**src/rtl/hps_reset_arbiter.sv**
```systemverilog
// Purpose: fixed-priority arbiter turning FPGA-side cold/warm/debug reset requests into HPS f2h request pulses.
// Latency: 2 clk from a request rising edge to the matching *_req_n going low (1 to pend, 1 to grant).
// Backpressure: none; requests pend while busy or while hps_up is low, with repeats merged and counted.
//
// Ports:
//   clk, reset      - 50 MHz clock, synchronous active-high reset
//   src_req         - level requests, source i on bits [3i+2:3i] = {debug, warm, cold}
//   hps_up          - HPS out of reset; gates every grant
//   cold/warm/debug_req_n - active-low request pulses to the HPS
//   busy            - high in ASSERT and HOLDOFF
//   active_type     - 0 none, 1 cold, 2 warm, 3 debug
//   pending         - {debug, warm, cold} pending flags
//   merge_cnt       - saturating count of requests folded into an existing pending flag
module hps_reset_arbiter #(
   parameter int NUM_SRC     = 2,
   parameter int COLD_PULSE  = 6,
   parameter int WARM_PULSE  = 2,
   parameter int DEBUG_PULSE = 32,
   parameter int HOLDOFF     = 1000
) (
   input  logic                 clk,
   input  logic                 reset,
   input  logic [3*NUM_SRC-1:0] src_req,
   input  logic                 hps_up,
   output logic                 cold_req_n,
   output logic                 warm_req_n,
   output logic                 debug_req_n,
   output logic                 busy,
   output logic [1:0]           active_type,
   output logic [2:0]           pending,
   output logic [7:0]           merge_cnt
);

   typedef enum logic [1:0] {S_IDLE, S_ASSERT, S_HOLDOFF} state_t;

   state_t               state_q, state_d;
   logic [7:0]           pulse_q, pulse_d;
   logic [15:0]          hold_q, hold_d;
   logic [1:0]           type_d;
   logic [2:0]           clr;
   logic [3*NUM_SRC-1:0] hist_q;
   logic [3*NUM_SRC-1:0] rise;
   logic [7:0]           rise_cnt [3];
   logic [2:0]           edge_any;
   logic [9:0]           merge_add;
   logic [9:0]           merge_sum;
   logic [7:0]           merge_nxt;

   // Edge detect and merge accounting. A flag that is being cleared by a
   // grant this cycle does not absorb an edge: the first edge re-pends it.
   always_comb begin
      rise      = src_req & ~hist_q;
      edge_any  = '0;
      merge_add = '0;
      for (int t = 0; t < 3; t++) begin
         rise_cnt[t] = '0;
         for (int i = 0; i < NUM_SRC; i++) begin
            rise_cnt[t] = rise_cnt[t] + 8'(rise[3*i+t]);
         end
         edge_any[t] = (rise_cnt[t] != 8'd0);
         if (pending[t] && !clr[t]) begin
            merge_add = merge_add + 10'(rise_cnt[t]);
         end else if (rise_cnt[t] != 8'd0) begin
            merge_add = merge_add + 10'(rise_cnt[t] - 8'd1);
         end
      end
      merge_sum = {2'b00, merge_cnt} + merge_add;
      merge_nxt = (merge_sum > 10'd255) ? 8'hff : merge_sum[7:0];
   end

   always_comb begin
      state_d = state_q;
      pulse_d = pulse_q;
      hold_d  = hold_q;
      type_d  = active_type;
      clr     = '0;
      case (state_q)
         S_IDLE: begin
            type_d = 2'd0;
            if (hps_up && (pending != 3'b000)) begin
               state_d = S_ASSERT;
               if (pending[0]) begin
                  clr     = 3'b001;
                  type_d  = 2'd1;
                  pulse_d = 8'(COLD_PULSE);
               end else if (pending[1]) begin
                  clr     = 3'b010;
                  type_d  = 2'd2;
                  pulse_d = 8'(WARM_PULSE);
               end else begin
                  clr     = 3'b100;
                  type_d  = 2'd3;
                  pulse_d = 8'(DEBUG_PULSE);
               end
            end
         end
         S_ASSERT: begin
            // Cold takes over a running warm/debug pulse with no gap; the
            // preempted request counts as served.
            if (hps_up && pending[0] && (active_type != 2'd1)) begin
               clr     = 3'b001;
               type_d  = 2'd1;
               pulse_d = 8'(COLD_PULSE);
            end else if (pulse_q == 8'd1) begin
               type_d = 2'd0;
               if (HOLDOFF == 0) begin
                  state_d = S_IDLE;
               end else begin
                  state_d = S_HOLDOFF;
                  hold_d  = 16'(HOLDOFF);
               end
            end else begin
               pulse_d = pulse_q - 8'd1;
            end
         end
         S_HOLDOFF: begin
            type_d = 2'd0;
            if (hold_q == 16'd1) begin
               state_d = S_IDLE;
            end else begin
               hold_d = hold_q - 16'd1;
            end
         end
         default: begin
            state_d = S_IDLE;
            type_d  = 2'd0;
         end
      endcase
   end

   // Outputs are registered from next-state values so req_n tracks the
   // FSM without any combinational path from src_req.
   always_ff @(posedge clk) begin
      if (reset) begin
         state_q     <= S_IDLE;
         pulse_q     <= '0;
         hold_q      <= '0;
         active_type <= 2'd0;
         cold_req_n  <= 1'b1;
         warm_req_n  <= 1'b1;
         debug_req_n <= 1'b1;
         busy        <= 1'b0;
         pending     <= '0;
         merge_cnt   <= '0;
         hist_q      <= '1;
      end else begin
         state_q     <= state_d;
         pulse_q     <= pulse_d;
         hold_q      <= hold_d;
         active_type <= type_d;
         cold_req_n  <= (type_d != 2'd1);
         warm_req_n  <= (type_d != 2'd2);
         debug_req_n <= (type_d != 2'd3);
         busy        <= (state_d != S_IDLE);
         pending     <= (pending & ~clr) | edge_any;
         merge_cnt   <= merge_nxt;
         hist_q      <= src_req;
      end
   end

endmodule

```
**config.mk**
```make
export PLATFORM = sky130hd
export DESIGN_NAME = hps_reset_arbiter
export DESIGN_NICKNAME = d
export VERILOG_FILES = /design/src/rtl/hps_reset_arbiter.sv
export SDC_FILE = /design/constraint.sdc
export NUM_CORES = 1
export LEC_CHECK = 0
export BUFFER_PORTS_ARGS = -buffer_cell sky130_fd_sc_hd__buf_2
export CELL_PAD_IN_SITES_DETAIL_PLACEMENT = 0
export CELL_PAD_IN_SITES_GLOBAL_PLACEMENT = 2
export CORE_ASPECT_RATIO = 1.1
export CORE_MARGIN = 2
export CORE_UTILIZATION = 40
export CTS_CLUSTER_DIAMETER = 100
export DETAILED_ROUTE_END_ITERATION = 12
export PLACE_DENSITY = 0.88
export REMOVE_ABC_BUFFERS = 1
export SYNTH_ARGS = -nofsm -noshare
export SYNTH_HDL_FRONTEND = slang
export SYNTH_SLANG_ARGS = --single-unit
```
**constraint.sdc**
```tcl
create_clock -name clk -period 8.7 [get_ports clk]
set_input_delay 0.435 -clock clk [delete_from_list [all_inputs] [get_ports clk]]
set_output_delay 0.435 -clock clk [all_outputs]
set_load 0.005 [all_outputs]
```
Word-level counts from Yosys, hierarchy flattened
Index checks and enable logic that the tools add are counted.
{"block": "totals", "register_bits": 49, "output_inout_bits": 17, "word_cells": 95, "input_bits": 9}
{"block": "op_classes", "reduce_logical": 19, "eq_ne": 13, "bitwise_logic": 5, "magnitude_cmp": 1, "muxes": 33, "n_addsub": 13}
{"op": "two-way mux 10 bit", "count": 6}
{"op": "two-way mux 16 bit", "count": 3}
{"op": "two-way mux 8 bit", "count": 4}
{"op": "case mux 16 bit (2 select lines)", "count": 1}
{"op": "nonzero test 8 bit", "count": 3}
{"op": "adder 10 bit", "count": 2}
{"op": "adder 10 x 2 -> 10 bit", "count": 2}
{"op": "== test 16 x 1 -> 1 bit, second input constant", "count": 1}
{"op": "two-way mux 2 bit", "count": 8}
{"op": "case mux 8 bit (2 select lines)", "count": 1}
{"op": "subtractor 16 x 1 -> 16 bit, second input constant", "count": 1}
{"op": "two-way mux 6 bit", "count": 2}
{"op": "!= test 2 bit, second input constant", "count": 6}
{"op": "adder 8 x 10 -> 10 bit", "count": 1}
{"op": "> comparator 10 x 8 -> 1 bit, second input constant", "count": 1}
{"op": "two-way mux 3 bit", "count": 3}
{"op": "subtractor 2 x 1 -> 3 bit, second input constant", "count": 3}
{"op": "== test 8 x 1 -> 1 bit, second input constant", "count": 1}
{"op": "subtractor 8 x 1 -> 8 bit, second input constant", "count": 1}
{"op": "adder 1 x 1 -> 2 bit", "count": 3}
{"op": "AND 6 bit", "count": 1}
{"op": "logical AND 1 bit", "count": 6}
{"op": "inverter 6 bit", "count": 1}
{"op": "case mux 2 bit (3 select lines)", "count": 1}
{"op": "other kinds (16)", "count": 22}

Depth between registers and ports, before layout
Gate-level depths: netlist of run 1.
{"block": "logic_depth", "ltp_word": 16, "depth_mapped": 29, "mapped_depth_nobuf": 29}

Least setup slack after synthesis of run 1
OpenSTA, ideal clock, no wires.
{"block": "synth_timing", "kind": "input port to flip-flop", "startpoint": "input src_req[0]", "endpoint": "register merge_cnt[7]", "required_time_ns": 8.568, "setup_slack_ns": 3.063, "t_arrival_ns": 5.504, "cell_stages": 26, "path_buffers": 1, "path_cell_list": "nand2b_1 > ha_1 > inv_1 > a21boi_1 > xor2_1 > ha_1 > a21o_1 > ha_1 > a21o_1 > ha_1 > nor2b_1 > o31ai_1 > inv_1 > ha_1 > clkbuf_1 > nand3_1 > o211ai_1 > o31ai_1 > a21oi_1 > nor2_1 > ha_1 > or3_1 > o211ai_1 > or3b_1 > o211ai_4 > a21oi_1"}
{"block": "synth_between", "elab_chain_len": 14, "elab_cells_between_ends": 17, "cone_classes": "7 x add/sub; 1 x order compare; 7 x mux; 1 x bitwise; 1 x reduce/logical"}
{"item": "from (decl)", "line_no": "23", "source": "input logic [3*NUM_SRC-1:0] src_req,"}
{"item": "AND 6 bit *", "line_no": "52", "source": "rise = src_req & ~hist_q;"}
{"item": "adder 1 x 1 -> 2 bit *", "line_no": "58", "source": "rise_cnt[t] = rise_cnt[t] + 8'(rise[3*i+t]);"}
{"item": "subtractor 2 x 1 -> 3 bit / nonzero test 8 bit (equally long branches)", "line_no": "64, 63"}
{"item": "two-way mux 10 bit", "line_no": "63", "source": "end else if (rise_cnt[t] != 8'd0) begin"}
{"item": "two-way mux 10 bit *", "line_no": "61", "source": "if (pending[t] && !clr[t]) begin"}
{"item": "adder 10 bit", "line_no": "64", "source": "merge_add = merge_add + 10'(rise_cnt[t] - 8'd1);"}
{"item": "two-way mux 10 bit", "line_no": "63"}
{"item": "two-way mux 10 bit *", "line_no": "61"}
{"item": "adder 10 bit", "line_no": "64"}
{"item": "two-way mux 10 bit", "line_no": "63"}
{"item": "two-way mux 10 bit *", "line_no": "61"}
{"item": "adder 8 x 10 -> 10 bit *", "line_no": "67", "source": "merge_sum = {2'b00, merge_cnt} + merge_add;"}
{"item": "> comparator 10 x 8 -> 1 bit", "line_no": "68", "source": "merge_nxt = (merge_sum > 10'd255) ? 8'hff : merge_sum[7:0];"}
{"item": "two-way mux 8 bit *", "line_no": "68"}
{"item": "to (signal assigned)", "line_no": "156", "source": "merge_cnt <= merge_nxt;"}
{"item": "to (decl)", "line_no": "31", "source": "output logic [7:0] merge_cnt"}
Mark *: on every way between the ends. The rest lies on a longest branch, timed or not.
A chain may end at the register's enable or synchronous reset.

Worst setup path in the final report of run 1
{"block": "layout_timing", "startpoint": "register pending[0]", "endpoint": "register merge_cnt[0]"}
{"block": "layout_between", "elab_chain_len": 16, "elab_cells_between_ends": 26, "cone_classes": "5 x add/sub; 1 x order compare; 10 x mux; 10 x reduce/logical"}
{"item": "from (decl)", "line_no": "30", "source": "output logic [2:0] pending,"}
{"item": "from (signal assigned)", "line_no": "155", "source": "pending <= (pending & ~clr) | edge_any;"}
{"item": "nonzero test 3 bit / logical AND 1 bit (equally long branches)", "line_no": "80, 100"}
{"item": "logical AND 1 bit (on tied branches)", "line_no": "80, 100"}
{"item": "two-way mux 3 bit / two-way mux 1 bit (equally long branches)", "line_no": "80, 100"}
{"item": "case mux 3 bit (2 select lines)", "line_no": "77", "source": "case (state_q)"}
{"item": "logical NOT 1 bit", "line_no": "61"}
{"item": "logical AND 1 bit", "line_no": "61"}
{"item": "two-way mux 10 bit", "line_no": "61"}
{"item": "adder 10 bit", "line_no": "64"}
{"item": "two-way mux 10 bit", "line_no": "63"}
{"item": "two-way mux 10 bit", "line_no": "61"}
{"item": "adder 10 bit", "line_no": "64"}
{"item": "two-way mux 10 bit", "line_no": "63"}
{"item": "two-way mux 10 bit *", "line_no": "61"}
{"item": "adder 8 x 10 -> 10 bit *", "line_no": "67"}
{"item": "> comparator 10 x 8 -> 1 bit", "line_no": "68"}
{"item": "two-way mux 8 bit *", "line_no": "68"}
Marks and branches as above.

==> results of run 1 <==
-- registers in the layout (all words and copies together), names as in the netlist --
signal	cells
hold_q	16
active_type	2
hist_q	6
pulse_q	8
debug_req_n	1
warm_req_n	1
merge_cnt	8
busy	1
state_q	2
cold_req_n	1
pending	3
-- worst max path at each step --
| stage | from | to | slack [ps] | cells past startpoint |
|---|---|---|---|---|
| 2_1_floorplan | pending[0] | merge_cnt[0] | 3010 | 24 |
| 3_5_place_dp | pending[0] | merge_cnt[7] | 2370 | 24 |
| 6_report | pending[0] | merge_cnt[0] | 2300 | 24 |
| 4_1_cts | pending[0] | merge_cnt[7] | 2350 | 24 |
| 5_1_grt | pending[0] | merge_cnt[6] | 1840 | 24 |
| 3_3_place_gp | pending[0] | merge_cnt[0] | 2550 | 24 |
-- worst register-to-register path, delay by kind of cell, from the launching register on --
| family | cells | cell delay (ps) |
|---|---|---|
| XOR/XNOR | 1 | 140 |
| AO/OA/AOI/OAI | 11 | 2510 |
| AND/OR/NAND/NOR | 6 | 1470 |
| flip-flops | 1 | 600 |
| buffers and inverters | 1 | 230 |
| adder cells (fa/ha/maj) | 5 | 1320 |
-- layer usage --
layer	track usage [%]	vias up	routed length (um)
met1	21.6	1445	3790
met5	0	-	0
met2	28.3	31	3930
li1	-	1625	-
met4	4.39	0	97
met3	2.45	7	138
-- kinds of logic (layout without fill, tap and decap cells) --
kind of cell / Yosys count / after routing / synth area share (%)
XOR/XNOR: 30 / 30 / 7.12
multiplexers: 6 / 6 / 1.69
buffers and inverters: 47 / 65 / 5.02
adder cells (fa/ha/maj): 48 / 48 / 16.7
AND/OR/NAND/NOR: 152 / 152 / 21.7
AO/OA/AOI/OAI: 119 / 119 / 21.1
flip-flops: 49 / 49 / 26.6
-- per-stage QoR --
stage / std cells / utilization [%] / hold WS [ps] / total power, mW
floorplan: 437 / - / 456 / 0.516
finish: 583 / 44.6 / 336 / 0.722
global placement: 576 / 43.7 / 486 / 0.596
detailed placement: 576 / 43.7 / 485 / 0.599
global route: 583 / 44.6 / 329 / 0.789
CTS: 583 / 44.6 / 328 / 0.735
-- cell type report --
| cell class | count | area (um2) | area share [%] |
|---|---|---|---|
| Multi-Input combinational cell | 355 | 2530 | 63.5 |
| Sequential cell | 49 | 981 | 24.6 |
| Tap cell | 114 | 143 | 3.58 |
| Timing Repair Buffer | 25 | 125 | 3.14 |
| Inverter | 33 | 124 | 3.11 |
| Clock buffer | 6 | 72.6 | 1.82 |
| Clock inverter | 1 | 8.76 | 0.220 |
-- power groups by stage --
stage                     registers, mW  logic, mW  clock network (mW)
after detailed placement          0.278      0.321                   0
after global placement            0.278      0.318                   0
after global routing              0.276      0.366               0.147
after CTS                         0.273      0.323               0.140
final                             0.271      0.320               0.130
after floorplan                   0.274      0.242                   0
-- layout by cell type, fill, tap and decap left out, types with 3 or more instances in the layout --
cell type,instances
fa_1,3
nand3b_1,6
a31oi_1,4
or2_2,11
nor3_1,9
nand2b_1,16
xnor2_1,14
a21oi_1,46
a221oi_1,3
a21o_1,6
clkbuf_8,5
o211ai_1,4
or4_1,3
nor4_1,5
o21ai_0,21
nor3b_1,4
o31ai_1,4
dfxtp_1,49
xor2_1,16
ha_1,43
a211oi_1,7
inv_1,33
mux2i_1,4
nand2_1,31
a21boi_0,3
or3_1,3
nor2_1,43
nor2b_1,5
nand3_1,5
buf_2,25
==> metrics, run 1 <==
area grow syn2layout=7.79%; Core ar.=8920 um2; Lkg Pwr=roughly 1.7 nW; Hold Violations, Final=0; drt total wl=7960 um; WP data arrival=6560 ps; DR iter-0 viols=117; Max Cap Viol=0; Worst path max stage delay=600 ps; CTS buffer count=5; Place WS=2370 ps; grt total ovfl=0; Fillers=roughly 920; worst path required time=between 8000 and 9000 ps; Clock transition at path regs=around 90 ps; drt pass-1 iters=4; Distinct cells, synth=63; routed via count=roughly 3,100; hold path cells=2; clock sinks=49; wire length per cell=between 10 and 15 um; synth cell count leaders=dfxtp_1 (49), a21oi_1 (46), ha_1 (43), nor2_1 (43), inv_1 (33); clock share of power=18.1%; RSZ-0062 raised after global routing=false; Die Span X=95.6 um; Worst Hold End=hist_q[1]; predominant post-synthesis flop cell=dfxtp_1; Most common cell on crit path=ha_1; clock buffer depth=2; Via density=approximately 5.3; FF-to-FF setup slack=between 2000 and 2500 ps; share of layout cells above drive strength 1=11.1%; r2r endpoint=merge_cnt[0]; Post-synth EDFFs=0; HPWL Detailed=6160 um; largest cells by area after synthesis=dfxtp_1 (27%), ha_1 (15%), a21oi_1 (6.2%), nor2_1 (4.4%), xor2_1 (3.8%); post-synthesis area per instance=8.19 um2; largest net degree at the start of global routing=39; first-pass GRT wire length=around 14,000 um; Placement Cell Area=3900 um2; die height=105 um; FF-to-FF path depth=24; CTS Root Cell=clkbuf_8; Max Freq=between 0.15 and 0.2 GHz; std cell rows=36; Hold Crit Start=src_req[1]; # port buffers=25; Post-CTS Setup Bufs=0; Yosys top cell area share=26.6%; CP max FO=13; crit-path leading delay family=compound AO/OA/AOI/OAI gates; Final Instance Area=3980 um2; Int Pwr=roughly 450 uW; Seq pwr share=a little under two fifths; total track usage=about 17%; worst-path cell chain=and4b_4 > a21oi_1 > a21boi_1 > xor2_1 > ha_1 > a21o_1 > ha_1 > a21o_1 > ha_1 > nor2b_1 > o31ai_1 > inv_1 > ha_1 > nand3_1 > o211ai_1 > o31ai_1 > a21oi_1 > nor2_1 > ha_1 > or3_1 > o211ai_1 > or3b_1 > o211ai_4 > a21oi_1; drt drc=0; antenna viol nets, final=0; sw frac=37.5%; # IOs=26; Hold Path Class=primary input to flip-flop; Yosys reg bits=49; CP Capture Type=flip-flop; Startpoint Class=flip-flop; Slew Limit Fails=0; vias in the first global route=3,026; sequential area share after synthesis=26.6%; ys async rst share=0%; CTS resizes=0; worst skew pair latency=300 ps; WP buf/inv=1; P_sw=~270 uW; worst-margin pin slew=956 ps; Synth area leader=dfxtp_1; count of hold-fix buffers inserted at cts=0; final clock skew=7.16 ps; Tmin final=6400 ps; H-tree Lvls=2; Warnings, synthesis=0; Post-Syn Instances=between 400 and 500; Cell Area, Synth=around 3700 um2; setup violators final=0; most frequent cell after synthesis=dfxtp_1; R2R Path Start=pending[0]; outcome=completed; die area=10,000 um2; Initial Utilization=41.4%; Placer Congestion=between 0.8 and 0.9; worst vdd ir=0.0000779 V; CP max-delay cell=dfxtp_1; setup ws final=2300 ps; TritonCTS clock tree=yes; WS Path Type=flip-flop to flip-flop; Diodes inserted=0; Setup TNS=0 ps; Comb power frac=44.3%; initial antenna violation count=0; Period Utilization, post-route=73.6%; nets@finish=524; Slew headroom=35.7%; power per cell area=181 nW/um2
Power figures use the tool's default switching activity.
==> inputs of run 2 (changes only) <==
Settings changed: ABC_AREA from default to 1, CORE_UTILIZATION 40 to 31, PLACE_DENSITY 0.88 to 0.78.
Clock period 8.7 ns to 5.88 ns, I/O delays scaled along.
==> run 2 against run 1 <==
Clock skew rose by 1.3 ps. Sequential power increased by 57%. Sequential cell count stayed put. Register-to-register slack worse by 1700 ps. First-iteration DRC count decreased by 17%. Clock-buffer cell count fell by 1. Fmax is 21% higher. Die area increased by 35%. Synthesized cell count is 28% higher. Worst setup slack lost 1700 ps. Non-clock buffer count grew 2. Combinational power rose by 130%.
==> metrics, run 2 <==
initial antenna violation count=0 (unchanged); Period Utilization, post-route=90.0% (+16 points); setup violators final=0 (unchanged); first-pass GRT wire length=16,100 um (+18%); Placer Congestion=0.850 (+1.2%); worst vdd ir=0.000165 V (+110%); WP data arrival=5490 ps (-1070 ps); Max Cap Viol=0 (unchanged); drt total wl=9150 um (+15%); routed via count=3,610 (+16%); commonest cells after routing, fill and taps aside=nand2_1 (117), inv_1 (100), nor2_1 (55); most flop-heavy register=hold_q; outcome=completed; Final Instance Area=4420 um2 (+11%); clock buffer depth=2 (unchanged); grt total ovfl=0 (unchanged); vias in the first global route=3,505 (+16%); hold_ws=180 ps (-156 ps); Clock transition at path regs=80 ps (about the same); H-tree Lvls=2 (unchanged); share of layout cells above drive strength 1=13.3% (+2.2 points); Diodes inserted=0 (unchanged); area grow syn2layout=12.9%; Place WS=11.0 ps (-2350 ps); worst path required time=6080 ps (-2780 ps); commonest non-fill, non-tap cell in the layout=nand2_1; drt pass-1 iters=4 (unchanged); sw frac=42.6% (+5.1 points); antenna viol nets, final=0 (unchanged); Worst path max stage delay=470 ps (-130 ps); total track usage=14.4% (-2.2 points); clock sinks=49 (unchanged); Synth area leader=dfxtp_1; Initial Utilization=31.4% (-10 points); Die Span X=111 um (+16%); Most common cell on crit path=nand2_1; Post-Syn Instances=579 (+28%); largest cells by area after synthesis=dfxtp_1 (25%), ha_1 (14%), nand2_1 (11%), inv_1 (9.6%), a21oi_1 (5.5%); Cell Area, Synth=3920 um2 (+6.1%); final clock skew=8.48 ps (+1.32 ps); Slew Limit Fails=0 (unchanged); clock share of power=20.7% (+2.6 points); placed insts=758 (+32%); Post-synth EDFFs=0 (unchanged); Lkg Pwr=2.22 nW (+28%); Comb power frac=50.0% (+5.7 points); CP max FO=8 (-5); Yosys reg bits=49 (unchanged); nets@finish=663 (+27%); WS Path Type=flip-flop to flip-flop; Via density=4.71 (-12%); Hold Path Class=primary input to flip-flop; synth cell count leaders=nand2_1 (117), inv_1 (100), nor2_1 (57); Int Pwr=833 uW (+85%); Max Freq=0.189 GHz (+21%); drt drc=0 (unchanged); worst skew pair latency=300 ps (about the same); die area=13,500 um2 (+35%); total power=1.45 mW (+100%); most frequent cell after synthesis=nand2_1; Startpoint Class=flip-flop; TritonCTS clock tree=yes; Placement Cell Area=4230 um2 (+8.6%); CP max-delay cell=dfxtp_1; Largest regs=hold_q x16, merge_cnt x8, pulse_q x8; Post-Layout Cell Count=766 (+31%); power per cell area=328 nW/um2 (+81%); wire length per cell=11.9 um (-13%); CP Capture Type=flip-flop; predominant post-synthesis flop cell=dfxtp_1; Slew headroom=56.5% (+21 points); sequential area share after synthesis=25.0% (-1.5 points); Seq pwr share=29.3% (-8.3 points); Hold Violations, Final=0 (unchanged); Fillers=1,367 (+49%); Core ar.=12,500 um2 (+40%); P_sw=619 uW (+130%); max reg flops=16 (unchanged); # IOs=26 (unchanged); post-synthesis area per instance=6.76 um2 (-17%); worst-margin pin slew=652 ps (-304 ps); Distinct cells, synth=45 (-29%); # port buffers=25 (unchanged); crit-path leading delay family=simple AND/OR/NAND/NOR gates; Tmin final=5290 ps (-1110 ps); die height=122 um (+16%); Yosys top cell area share=25.0% (-1.5 points); DR iter-0 viols=97 (-17%); Warnings, synthesis=0 (unchanged); std cell rows=43 (+19%); CTS buffer count=5 (unchanged); HPWL Detailed=7240 um (+18%); setup ws final=587 ps (-1710 ps); ys async rst share=0% (unchanged); CTS Root Cell=clkbuf_16; largest net degree at the start of global routing=22 (-44%); WP buf/inv=7 (+6)
[run 2: final cells by class]
type                    count  area (um2)  area share, %
clock buffers               5         125           2.83
clock inverters             3        25.0          0.566
inverters                 108         408           9.22
multi-input cells         417        2550           57.6
flip-flops and latches     49         981           22.2
well taps                 157         196           4.44
repair buffers             27         140           3.17
[run 2: worst reg2reg max path, delay by kind of cell (launching register included)]
| kind | cells | cell delay, ps |
|---|---|---|
| flops | 1 | 470 |
| fa+ha+maj | 5 | 1390 |
| compound gates | 6 | 810 |
| simple gates | 19 | 2090 |
| buf+inv | 7 | 440 |
[run 2: per-stage QoR]
step / util, % / TNS (ps)
floorplan: - / 0
global placement: 33.9 / -23.9
detailed placement: 33.9 / 0
CTS: 35.1 / 0
global route: 35.4 / -49.5
finish: 35.4 / 0
[run 2: cells by family (layout without fill, tap and decap cells)]
| kind of cell | count (synthesis) | after routing | synth area share [%] |
|---|---|---|---|
| fa+ha+maj | 46 | 46 | 15.3 |
| simple gates | 252 | 252 | 29.5 |
| xor+xnor | 19 | 19 | 4.25 |
| buf+inv | 113 | 143 | 10.9 |
| compound gates | 100 | 100 | 15.0 |
| flops | 49 | 49 | 25.0 |
[run 2: routing by layer]
layer  up-vias  track usage, %  wire [um]
met5         -               0          0
met4         0            4.94        248
met3        17            2.04        210
met2        37            25.8       4470
met1      1629            17.7       4220
li1       1927               -          -
[run 2: what timing repair did]
item | in CTS | in global routing
hold buffers | 0 | 0
buffers inserted | 0 | 0
setup endpoints to repair | 0 | 8
gates resized for setup | 0 | 13
[run 2: path summary, 6_finish.rpt]
kind,startpoint,end,slack (ps),cells after the start
max,pending[0],merge_cnt[6],590,37
min,src_req[1],hist_q[1],180,3
max reg2reg,pending[0],merge_cnt[6],590,37
min reg2reg,pulse_q[0],pulse_q[0],490,2
[run 2: power by group through the flow]
stage | clock [mW] | combinational [mW] | sequential (mW)
after floorplan | 0 | 0.540 | 0.427
after CTS | 0.316 | 0.709 | 0.427
final | 0.301 | 0.726 | 0.425
after global routing | 0.327 | 0.847 | 0.433
after detailed placement | 0 | 0.705 | 0.434
after global placement | 0 | 0.708 | 0.434
==> inputs of run 3 (changes only) <==
--- a/config.mk
+++ b/config.mk
@@ -7,3 +7,2 @@
 export LEC_CHECK = 0
-export ABC_AREA = 1
 export BUFFER_PORTS_ARGS = -buffer_cell sky130_fd_sc_hd__buf_2
@@ -13,3 +12,3 @@
 export CORE_MARGIN = 2
-export CORE_UTILIZATION = 31
+export CORE_UTILIZATION = 33
 export CTS_CLUSTER_DIAMETER = 100
==> constraint.sdc (replaced) <==
create_clock -name clk -period 5.88 [get_ports clk]
set_input_delay 1.764 -clock clk [delete_from_list [all_inputs] [get_ports clk]]
set_output_delay 1.764 -clock clk [all_outputs]
set_load 0.005 [all_outputs]
==> run 3 against run 2 <==
The run now ends with setup timing left. Combinational power fell by 6.1%. Sequential cell count stayed put. Clock power shrank 7.0%. Hold slack improved by 320 ps. Sequential share of layout area is 2.6 points lower. Utilization is 10 points higher. Sequential power decreased by 5.6%. Via count fell by 6.1%.
==> metrics, run 3 (synthesized netlist as in run 1, its figures left out) <==
commonest non-fill, non-tap cell in the layout=buf_4; outcome=complete, but fails checks; # IOs=26 (unchanged); Hold Violations, Final=0 (unchanged); RSZ-0062 raised after global routing=true; TritonCTS clock tree=yes; Initial Utilization=33.8% (+2.5 points); Int Pwr=888 uW (+6.5%); Clock transition at path regs=70 ps (about the same); clock share of power=20.5% (-0.2 points); clock buffer depth=2 (unchanged); Lkg Pwr=2.19 nW (-1.4%); Slew headroom=50.8% (-5.7 points); area grow syn2layout=35.5%; Die Span X=105 um (-5.7%); power per cell area=272 nW/um2 (-17%); initial antenna violation count=0 (unchanged); Period Utilization, post-route=105% (+15 points); vias in the first global route=3,401 (-3.0%); total track usage=15.5% (+1.2 points); Multi-input gate area=2820 um2 (+11%); share of layout cells above drive strength 1=33.0% (+20 points); drt total wl=9240 um (+0.99%); largest net degree at the start of global routing=39 (+77%); Diodes inserted=0 (unchanged); Slew Limit Fails=0 (unchanged); Core ar.=10,900 um2 (-13%); routed via count=3,390 (-6.1%); antenna viol nets, final=0 (unchanged); commonest cells after routing, fill and taps aside=buf_4 (74), dfxtp_1 (49), nor2_1 (42); Register Area=981 um2 (unchanged); worst skew pair latency=290 ps (about the same); worst-margin pin slew=738 ps (+86.5 ps); # port buffers=25 (unchanged); first-pass GRT wire length=15,400 um (-4.4%); setup violators final=8 (+8); Fillers=1,114 (-19%); Max Cap Viol=0 (unchanged); drt drc=0 (unchanged); Setup TNS=-2330 ps (-2330 ps); CP Capture Type=flip-flop; die area=12,100 um2 (-11%); Worst path max stage delay=410 ps (-60 ps); CP max-delay cell=or3b_4; Startpoint Class=primary input; crit-path leading delay family=compound AO/OA/AOI/OAI gates; most flop-heavy register=hold_q; clock sinks=49 (unchanged); P_sw=475 uW (-23%); Hold Path Class=flip-flop to flip-flop; Place WS=-1130 ps (-1140 ps); setup ws final=-307 ps (-895 ps); H-tree Lvls=2 (unchanged); WP buf/inv=4 (-3); HPWL Detailed=6840 um (-5.6%); wire length per cell=13.3 um (+11%); CTS buffer count=5 (unchanged); CTS Root Cell=clkbuf_16; failing checks=setup timing; DR iter-0 viols=92 (-5.2%); worst path required time=6020 ps (-60 ps); Layout Utilization=45.9% (+10 points); Placer Congestion=0.762 (-10%); Most common cell on crit path=ha_2; total power=1.36 mW (-6.2%); grt total ovfl=0 (unchanged); final clock skew=3.97 ps (-4.51 ps); Via density=4.88 (+3.5%); Largest regs=hold_q x16, merge_cnt x8, pulse_q x8; WS Path Type=primary input to flip-flop; nets@finish=603 (-9.0%); worst vdd ir=0.000169 V (+2.4%); Seq pwr share=29.4% (about the same); die height=115 um (-5.7%); max reg flops=16 (unchanged); Comb power frac=50.0% (about the same); Max Freq=0.162 GHz (-14%); CP max FO=8 (unchanged); drt pass-1 iters=4 (unchanged); std cell rows=40 (-7.0%); Tmin final=6190 ps (+895 ps); WP data arrival=6330 ps (+840 ps); sw frac=34.9% (-7.7 points)
==> run 3: cell count changes in the layout (fill, tap and decap cells not counted), sizes merged, moves of 11 or more <==
cell    previous run  this run
nand2            123        31
buf               27       104
inv              110        33
nand3             36         5
nor2              66        43
nand2b             0        17
o21ai             32        21
==> run 3: worst paths after layout <==
kind / startpoint / depth (start not counted) / slack (ps) / end
max: hps_up / 26 / -310 / merge_cnt[7]
min: pulse_q[7] / 2 / 500 / pulse_q[7]
max reg2reg: state_q[0] / 26 / 660 / merge_cnt[7]
min reg2reg: pulse_q[7] / 2 / 500 / pulse_q[7]
==> run 3: worst min-delay path, delay by kind of cell, from the launching register on <==
kind | cells | cell delay, ps
flops | 1 | 320
compound gates | 2 | 130
==> run 3: metal layers <==
layer	vias up	track usage (%)	share of wire (%)
met5	-	0	0
met4	0	5.07	1.8
met3	12	2.38	2.2
met2	29	28.8	51
met1	1573	18.3	45
li1	1776	-	-
==> run 3: timing repair <==
| item | in CTS | in global routing |
|---|---|---|
| endpoints found under the hold margin | 0 | 0 |
| cloned | 0 | 0 |
| pin swaps | 26 | 30 |
| setup buffers | 11 | 6 |
| hold buffers | 0 | 0 |
| gates resized for setup | 50 | 30 |
| endpoints found under the setup margin | 8 | 8 |
==> run 3: final cells by class <==
| class | count | share of cell area (%) |
|---|---|---|
| Clock inverter | 1 | 0.175 |
| Sequential cell | 49 | 19.6 |
| Clock buffer | 6 | 2.58 |
| Timing Repair Buffer | 104 | 15.0 |
| Inverter | 33 | 2.52 |
| Multi-Input combinational cell | 355 | 56.4 |
| Tap cell | 147 | 3.67 |
==> run 3: per-stage QoR <==
stage	hold WS, ps	std cells	cell area (um2)
floorplan	456	437	3630
global placement	483	671	4410
detailed placement	494	671	4410
CTS	503	689	4820
global route	532	695	5000
finish	500	695	5000
==> run 3: power by group through the flow <==
stage          clock network (mW)  registers (mW)  logic (mW)
6_report                    0.280           0.401       0.682
5_1_grt                     0.297           0.406       0.762
4_1_cts                     0.288           0.402       0.644
3_5_place_dp                    0           0.408       0.585
3_3_place_gp                    0           0.409       0.582
2_1_floorplan                   0           0.406       0.358
